$ cat config.mk
export PLATFORM = sky130hd
export DESIGN_NAME = fold2_sched_ctrl
export DESIGN_NICKNAME = d
export VERILOG_FILES = /design/src/rtl/fold2_sched_ctrl.sv
export SDC_FILE = /design/constraint.sdc
export NUM_CORES = 1
export LEC_CHECK = 0
export BUFFER_PORTS_ARGS = -buffer_cell sky130_fd_sc_hd__buf_2
export CAP_MARGIN = 20
export CORE_ASPECT_RATIO = 1.25
export CORE_MARGIN = 2
export CORE_UTILIZATION = 38
export DETAILED_ROUTE_END_ITERATION = 7
export REMOVE_ABC_BUFFERS = 1
export SYNTH_ARGS = -nofsm -noshare
export SYNTH_HDL_FRONTEND = slang
export SYNTH_SLANG_ARGS = --single-unit
$ cat constraint.sdc
create_clock -name clk -period 9.9 [get_ports clk]
set_input_delay 1.98 -clock clk [delete_from_list [all_inputs] [get_ports clk]]
set_output_delay 1.98 -clock clk [all_outputs]
set_load 0.02 [all_outputs]
$ cat src/rtl/fold2_sched_ctrl.sv
// Sequencing controller for a 2-folded filter datapath.
// Produces the fold-phase select (switch) and datapath enable, accepts samples
// through a valid/ready handshake, swaps coefficients only on sample
// boundaries, and tracks in-flight samples with a token pipe so each accepted
// sample yields exactly one valid-qualified output. When input runs dry the
// datapath is fed zero samples until every outstanding result has come out.
module fold2_sched_ctrl #(
  parameter int N    = 16,  // sample / coefficient width
  parameter int FOLD = 2,   // clock cycles per sample period (>= 2)
  parameter int LAT  = 2    // datapath latency in sample periods (>= 1)
) (
  input  logic         clk,
  input  logic         rst,
  input  logic [N-1:0] x_in,
  input  logic         x_valid,
  output logic         x_ready,
  input  logic [N-1:0] cfg_a,
  input  logic [N-1:0] cfg_b,
  input  logic         cfg_load,
  output logic [N-1:0] x_out,
  output logic [N-1:0] a_out,
  output logic [N-1:0] b_out,
  output logic         switch,
  output logic         dp_en,
  input  logic [N-1:0] y_in,
  output logic [N-1:0] y_out,
  output logic         y_valid,
  output logic         busy
);

  localparam int PW = (FOLD > 2) ? $clog2(FOLD) : 1;
  localparam logic [PW-1:0] PH_LAST = PW'(FOLD - 1);

  typedef enum logic [1:0] {
    S_IDLE  = 2'd0,
    S_RUN   = 2'd1,
    S_FLUSH = 2'd2
  } state_e;

  state_e          state_q, state_d;
  logic [PW-1:0]   phase_q, phase_d;
  logic [N-1:0]    x_q, x_d;
  logic [N-1:0]    a_q, a_d;
  logic [N-1:0]    b_q, b_d;
  logic [N-1:0]    sh_a_q, sh_a_d;
  logic [N-1:0]    sh_b_q, sh_b_d;
  logic            pend_q, pend_d;
  logic [N-1:0]    y_q, y_d;
  logic            yv_q, yv_d;
  logic [LAT-1:0]  tok_q, tok_d;

  logic boundary;
  logic accept;
  logic tok_pending;

  // A sample boundary is the last phase of a running period, or any idle cycle.
  assign boundary    = (state_q == S_IDLE) || (phase_q == PH_LAST);
  assign accept      = x_valid && x_ready;
  assign tok_pending = |tok_q;

  assign x_out   = x_q;
  assign a_out   = a_q;
  assign b_out   = b_q;
  assign y_out   = y_q;
  assign y_valid = yv_q;

  // FSM state register.
  // NOTE: clocked state uses non-blocking (<=) so every flop samples pre-edge values.
  always_ff @(posedge clk or posedge rst) begin
    if (rst) state_q <= S_IDLE;
    else     state_q <= state_d;
  end

  // FSM next state: decisions are taken only on sample boundaries.
  // NOTE: every comb output gets a default first, so no path can infer a latch.
  always_comb begin
    state_d = state_q;
    if (boundary) begin
      if (accept)           state_d = S_RUN;
      else if (tok_pending) state_d = S_FLUSH;
      else                  state_d = S_IDLE;
    end
  end

  // FSM outputs: phase select, datapath enable and handshake ready.
  always_comb begin
    dp_en   = (state_q != S_IDLE);
    busy    = (state_q != S_IDLE);
    switch  = (phase_q == '0);
    x_ready = (state_q == S_IDLE) ? (phase_q == '0) : (phase_q == PH_LAST);
  end

  // Next values for phase, sample, coefficients, token pipe and output stage.
  always_comb begin
    phase_d = '0;
    if ((state_q != S_IDLE) && (phase_q != PH_LAST)) phase_d = phase_q + PW'(1);

    x_d    = x_q;
    a_d    = a_q;
    b_d    = b_q;
    sh_a_d = sh_a_q;
    sh_b_d = sh_b_q;
    pend_d = pend_q;
    tok_d  = tok_q;
    y_d    = y_q;
    yv_d   = 1'b0;

    if (cfg_load) begin
      sh_a_d = cfg_a;
      sh_b_d = cfg_b;
    end

    if (boundary) begin
      // Shift the token pipe; the tail token marks the result arriving now.
      tok_d[0] = accept;
      for (int i = 1; i < LAT; i++) tok_d[i] = tok_q[i-1];
      if (tok_q[LAT-1]) begin
        y_d  = y_in;
        yv_d = 1'b1;
      end

      // Fresh sample, zero bubble while draining, else hold when going idle.
      if (accept)           x_d = x_in;
      else if (tok_pending) x_d = '0;

      // A load landing on the boundary itself takes effect straight away.
      if (cfg_load) begin
        a_d = cfg_a;
        b_d = cfg_b;
      end else if (pend_q) begin
        a_d = sh_a_q;
        b_d = sh_b_q;
      end
      pend_d = 1'b0;
    end else if (cfg_load) begin
      pend_d = 1'b1;
    end
  end

  // Datapath-facing registers; reset drops all in-flight tokens.
  always_ff @(posedge clk or posedge rst) begin
    if (rst) begin
      phase_q <= '0;
      x_q     <= '0;
      a_q     <= '0;
      b_q     <= '0;
      sh_a_q  <= '0;
      sh_b_q  <= '0;
      pend_q  <= 1'b0;
      tok_q   <= '0;
      y_q     <= '0;
      yv_q    <= 1'b0;
    end else begin
      phase_q <= phase_d;
      x_q     <= x_d;
      a_q     <= a_d;
      b_q     <= b_d;
      sh_a_q  <= sh_a_d;
      sh_b_q  <= sh_b_d;
      pend_q  <= pend_d;
      tok_q   <= tok_d;
      y_q     <= y_d;
      yv_q    <= yv_d;
    end
  end

endmodule

==> results.md, run 1 <==
- Worst setup EP type: output port
- Clock sinks: roughly 100
- # setup viols final: 0
- Initial antenna violation count: 0
- Port buffer count: ~140
- Placed cell area: 0.00493 mm^2
- Post-synth top cells: 102 x dfrtp_1, 46 x mux2_2, 30 x mux2_4, 19 x nand2_1, 18 x inv_1
- EDFF count, synth: 0
- Slew Viols, Final: 0
- Clk_lat worst skew: 330 ps
- Ranking of synthesized cells by area: dfrtp_1 60%, mux2_2 12%, mux2_4 11%
- CP top delay family: adder cells
- Clock Root Buffer: clkbuf_16
- Final instance area: ~0.0052 mm^2
- CTS Buf Count: 9
- Routed WL: roughly 8300 um
- CTS resizes: 0
- Register-to-Register Path Depth: 4
- Leakage Power: 2.53 nW
- Crit-path max cell delay: approximately 700 ps
- YS warnings: 0
- Post-layout nets: between 400 and 500
- Ys async rst share: 100%
- Power per Cell Area: 340 mW/mm^2
- Post-DRT Antenna Nets: 0
- Vias: ~2.6k
- Number of global-route vias before repair: 2546
- # IOs: between 100 and 150
- Required @ worst endpoint: roughly 7900 ps
- Share of the synthesized area in the top cell type: roughly three fifths
- Wire length of the first global-routing pass: 13200 um
- Combinational share of power: between 40% and 50%
- Post-Syn Area: 0.00423 mm^2
- Gr ovfl total: 0
- Max Cap Viol: 0
- Crit path kind: reg -> out
- Critical Path AT: slightly above 2000 ps
- N_diodes: 0
- Levels on crit path: 3
- Critical path launch point type: register
- Routed WL per cell: 15.1 um
- Synthesized flop and latch total: between 100 and 150
- Sequential power share: 36.6%
- Sw Share: 36.4%
- Switching power: about 650 uW
- Worst path cell trace: or2_2 -> ha_1 -> buf_2
- Hold depth: 1
- GPL Wtd Cong: just under 0.7
- Share of cells above drive strength 1: a little under three fifths
- Die ar.: between 0.01 and 0.015 mm^2
- Core Box Area: 0.0110 mm^2
- CTS tree: built
- Max Clock Skew: between 6 and 7 ps
- Ys flop type: dfrtp_1
- Fin crit period: 4040 ps
- Hold_buf cts: 0
- FF-to-FF setup slack: approximately 7600 ps
- Period utilisation layout: roughly 40%
- Final hold vios: 0
- Row cnt: 43
- Iter 0 DRT Violations: just over 90
- P_int: ~1.1 mW
- Synth Area per Inst: 15.0 um^2
- Cell taking the most area after synthesis: dfrtp_1
- Largest net degree at the start of global routing: a little under 60
- Maximum operating frequency: roughly 250 MHz
- RSZ-0062 raised after global routing: no
- DR vias/cell: approximately 4.6
- Slowest cell on crit path: ha_1
- Clk slew on worst S/H paths: 60 ps
- Crit path buf inv count: 1
- Outcome: finished clean
- Slew @ Worst Pin: 795 ps
- GRT Overall Usage: ~14%
- Maximum fanout along the worst path: 20
- Die Height: between 100 and 150 um
- DRT Pass-1 Iters: 4
- Dpl hpwl: roughly 5600 um
- Top-count cell post-synth: dfrtp_1
- Starting density of the core: between 30% and 40%
- Setup total negative slack: 0 ps
- Sequential share of the synthesized area: 60.4%
- Die width: between 90 and 100 um
- Slew headroom: roughly 47%
- Fill cells: between 1k and 1.5k
- Post-CTS Setup Bufs: 0
- DRC violations left: 0
- Clk pwr share: roughly a fifth
- Area added between synthesis and finish: 23.8%
- Maximum root-to-sink buffer count: 2
- Max IR drop VDD: roughly 110 uV
- Synth cell types: 22
- Post-Synthesis Cells: ~280
- H-tree depth: 3
- Hold_ws: about 480 ps
- HP Class: reg -> reg
-- kinds of logic after synthesis --
| logic type | Yosys count | share of synthesized area [%] |
|---|---|---|
| AND/OR/NAND/NOR | 37 | 5.30 |
| multiplexers | 81 | 24.2 |
| AO/OA/AOI/OAI | 22 | 3.91 |
| adder cells (fa/ha/maj) | 1 | 0.296 |
| flip-flops | 102 | 60.4 |
| buffers and inverters | 38 | 5.86 |
-- flip-flops by register name, summed over array words and instances, names as in the netlist --
signal and cells:
x_out 16, pend_q 1, state_q 2, tok_q 1, a_out 16, b_out 16, y_out 16, sh_a_q 16
sh_b_q 16, phase_q 1, y_valid 1
-- cell usage in the layout (no fill, tap or decap), types with 4 or more instances in the layout --
master,netlist,layout
mux2_2,46,46
buf_4,2,4
buf_2,3,136
clkbuf_16,0,9
mux2_1,5,5
nand4b_1,16,16
mux2_4,30,30
dfrtp_1,102,102
o211ai_1,16,16
inv_1,18,17
nand2_1,19,19
-- stage by stage --
| step | power (mW) | cells | worst slack (ps) | utilization [%] |
|---|---|---|---|---|
| after global routing | 1.89 | 551 | 5760 | 47.7 |
| after detailed placement | 1.44 | 536 | 5950 | 44.9 |
| after floorplan | 1.19 | 261 | 5240 | - |
| after global placement | 1.42 | 536 | 5970 | 44.9 |
| after CTS | 1.81 | 551 | 5850 | 47.7 |
| final | 1.78 | 551 | 5860 | 47.7 |
-- final cells by class --
type | instances | area (um^2) | share of cell area [%]
Sequential cell | 102 | 2550 | 48.8
Multi-Input combinational cell | 141 | 1430 | 27.3
Timing Repair Buffer | 140 | 711 | 13.6
Clock buffer | 11 | 233 | 4.45
Tap cell | 135 | 169 | 3.23
Clock inverter | 4 | 72.6 | 1.39
Inverter | 18 | 70.1 | 1.34
-- final timing paths --
kind	from	end
max	state_q[0]	x_ready
min	pend_q	pend_q
max reg2reg	state_q[0]	x_out[6]
min reg2reg	pend_q	pend_q
max in group asynchronous	rst	sh_b_q[8]
min in group asynchronous	rst	a_out[0]
-- worst reg2reg max path, delay by kind of cell, from the launching register on --
family	cells	cell delay [ps]
AO/OA/AOI/OAI	2	750
flip-flops	1	420
AND/OR/NAND/NOR	1	330
adder cells (fa/ha/maj)	1	700
-- per-layer routing --
metal / GRT usage (%) / vias up / routed length, um
met5: 0 / - / 0
met4: 6.16 / 0 / 146
met3: 2.29 / 9 / 338
met2: 21.6 / 62 / 4180
met1: 19.3 / 1258 / 3640
li1: - / 1233 / -
-- power groups by stage --
| stage | logic (mW) | clock network [mW] | registers (mW) |
|---|---|---|---|
| global route | 0.825 | 0.389 | 0.673 |
| detailed placement | 0.781 | 0 | 0.658 |
| global placement | 0.767 | 0 | 0.654 |
| floorplan | 0.386 | 0 | 0.809 |
| finish | 0.767 | 0.363 | 0.651 |
| CTS | 0.781 | 0.375 | 0.654 |
(Power assumes the default switching activity.)
==> inputs of run 2 (changes only) <==
PLACE_DENSITY = 0.65   (was unset)
clock period = 3.4 ns   (was 9.9 ns; I/O delays follow)
==> results.md, run 2 (synthesized netlist as in run 1, its figures left out) <==
- Leakage Power: 2.53 nW (+0.13%)
- GPL Wtd Cong: 0.693 (about the same)
- FF-to-FF End: b_out[15]
- Beginning of the worst register-to-register path: state_q[0]
- Final hold vios: 0 (unchanged)
- Fill cells: 1021 (+0.29%)
- Largest net degree at the start of global routing: 53 (-10%)
- Vias: 2665 (+4.0%)
- Clk_lat worst skew: 340 ps (about the same)
- N_diodes: 0 (unchanged)
- Routed WL per cell: 15.7 um (+4.2%)
- Crit path from: state_q[0]
- Share of cells above drive strength 1: 56.2% (+0.42 points)
- Die width: 98.3 um (unchanged)
- Maximum fanout along the worst path: 20 (unchanged)
- Hold_buf cts: 0 (unchanged)
- Power per Cell Area: 975 mW/mm^2 (+190%)
- Commonest non-fill, non-tap cells in the layout: 136 x buf_2, 102 x dfrtp_1, 46 x mux2_2, 30 x mux2_4, 19 x nand2_1
- Slew Viols, Final: 0 (unchanged)
- Max IR drop VDD: 431 uV (+310%)
- Dpl hpwl: 5860 um (+4.8%)
- Initial antenna violation count: 0 (unchanged)
- # IOs: 137 (unchanged)
- HP Class: in -> async
- Critical path launch point type: register
- H-tree depth: 3 (unchanged)
- Maximum operating frequency: 402 MHz
- Post-CTS Setup Bufs: 0 (unchanged)
- DRT Pass-1 Iters: 4 (unchanged)
- Required @ worst endpoint: 2720 ps (-5200 ps)
- Slew headroom: 57.7% (+11 points)
- Number of global-route vias before repair: 2681 (+5.3%)
- Fin crit period: 2490 ps
- Setup total negative slack: 0 ps (unchanged)
- Gr ovfl total: 0 (unchanged)
- Row cnt: 43 (unchanged)
- Iter 0 DRT Violations: 104 (+13%)
- FF-to-FF setup slack: 1210 ps (-6350 ps)
- DR vias/cell: 4.80 (+3.3%)
- GRT Overall Usage: 14.7% (+0.83 points)
- Core Box Area: 0.0110 mm^2 (unchanged)
- Routed WL: 8720 um (+5.0%)
- Worst setup EP type: output port
- Slew @ Worst Pin: 634 ps (-161 ps)
- CTS tree: built
- Max Clock Skew: 5.77 ps (-0.936 ps)
- Final instance area: 0.00523 mm^2 (about the same)
- Port buffer count: 136 (unchanged)
- Clock Root Buffer: clkbuf_16
- CTS Buf Count: 9 (unchanged)
- Placed cell area: 0.00496 mm^2 (+0.71%)
- Post-DRT Antenna Nets: 0 (unchanged)
- Max Cap Viol: 0 (unchanged)
- Critical Path AT: 1810 ps (-250 ps)
- Period utilisation layout: about three quarters
- Wire length of the first global-routing pass: 13800 um (+5.1%)
- CTS resizes: 0 (unchanged)
- # setup viols final: 0 (unchanged)
- RSZ-0062 raised after global routing: no
- Area added between synthesis and finish: 23.8% (about the same)
- Die Height: 122 um (unchanged)
- Maximum root-to-sink buffer count: 2 (unchanged)
- Post-layout nets: 484 (+0.62%)
- Crit path kind: reg -> out
- Register-to-Register Path Depth: 5 (+1)
- Outcome: finished clean
- Clk slew on worst S/H paths: 60 ps (about the same)
- DRC violations left: 0 (unchanged)
- Starting density of the core: 38.5% (unchanged)
- Clock sinks: 102 (unchanged)
- Die ar.: 0.0120 mm^2 (unchanged)
- Commonest non-fill, non-tap cell in the layout: buf_2
[run 2: cell types whose count changed in the layout (fill, tap and decap cells not counted)]
| cell | before | now |
|---|---|---|
| clkinv_2 | 1 | 2 |
| clkinv_4 | 0 | 1 |
| inv_6 | 0 | 1 |
| bufinv_16 | 2 | 0 |
| buf_12 | 0 | 1 |
| buf_4 | 4 | 6 |
[run 2: worst max path at each step]
| stage | end | slack, ps |
|---|---|---|
| finish | x_ready | 910 |
| global route | x_ready | 830 |
| CTS | x_ready | 900 |
| detailed placement | b_out[15] | 1180 |
| global placement | a_out[15] | 1210 |
| floorplan | a_out[0] | 40 |
[run 2: layout make-up]
type / instances / area, um^2 / share of cell area, %
clock buffer: 11 / 233 / 4.45
sequential: 102 / 2550 / 48.8
inverter: 18 / 70.1 / 1.34
tap: 135 / 169 / 3.23
clock inverter: 5 / 35.0 / 0.670
multi-input combinational: 141 / 1430 / 27.3
timing repair buffer: 143 / 746 / 14.3
[run 2: stage by stage]
step / hold WS, ps / power [mW] / utilization (%) / setup slack, ps / instances
after detailed placement: 468 / 4.21 / 45.2 / 1180 / 539
after floorplan: 445 / 3.48 / - / 44.5 / 261
after global placement: 460 / 4.15 / 45.2 / 1210 / 539
final: 425 / 5.10 / 47.7 / 914 / 555
after CTS: 456 / 5.18 / 47.7 / 900 / 555
after global routing: 474 / 5.42 / 47.7 / 834 / 555
[run 2: power by group]
| group | internal [mW] | switching [mW] |
|---|---|---|
| Combinational | 1.00 | 1.26 |
| Clock | 0.499 | 0.444 |
| Sequential | 1.66 | 0.234 |
[run 2: critical path: stages, from the launching register on]
cell and delay (ps):
dfrtp_1 410, or2_2 330, ha_1 280, buf_4 230, buf_2 210
[run 2: layer usage]
metal,wire length [um],GRT usage (%),share of wire [%],up-vias
li1,-,-,-,1237
met1,3620,18.8,41,1349
met2,4580,24.2,53,67
met3,357,2.70,4.1,12
met4,165,7.19,1.9,0
met5,0,0,0,-
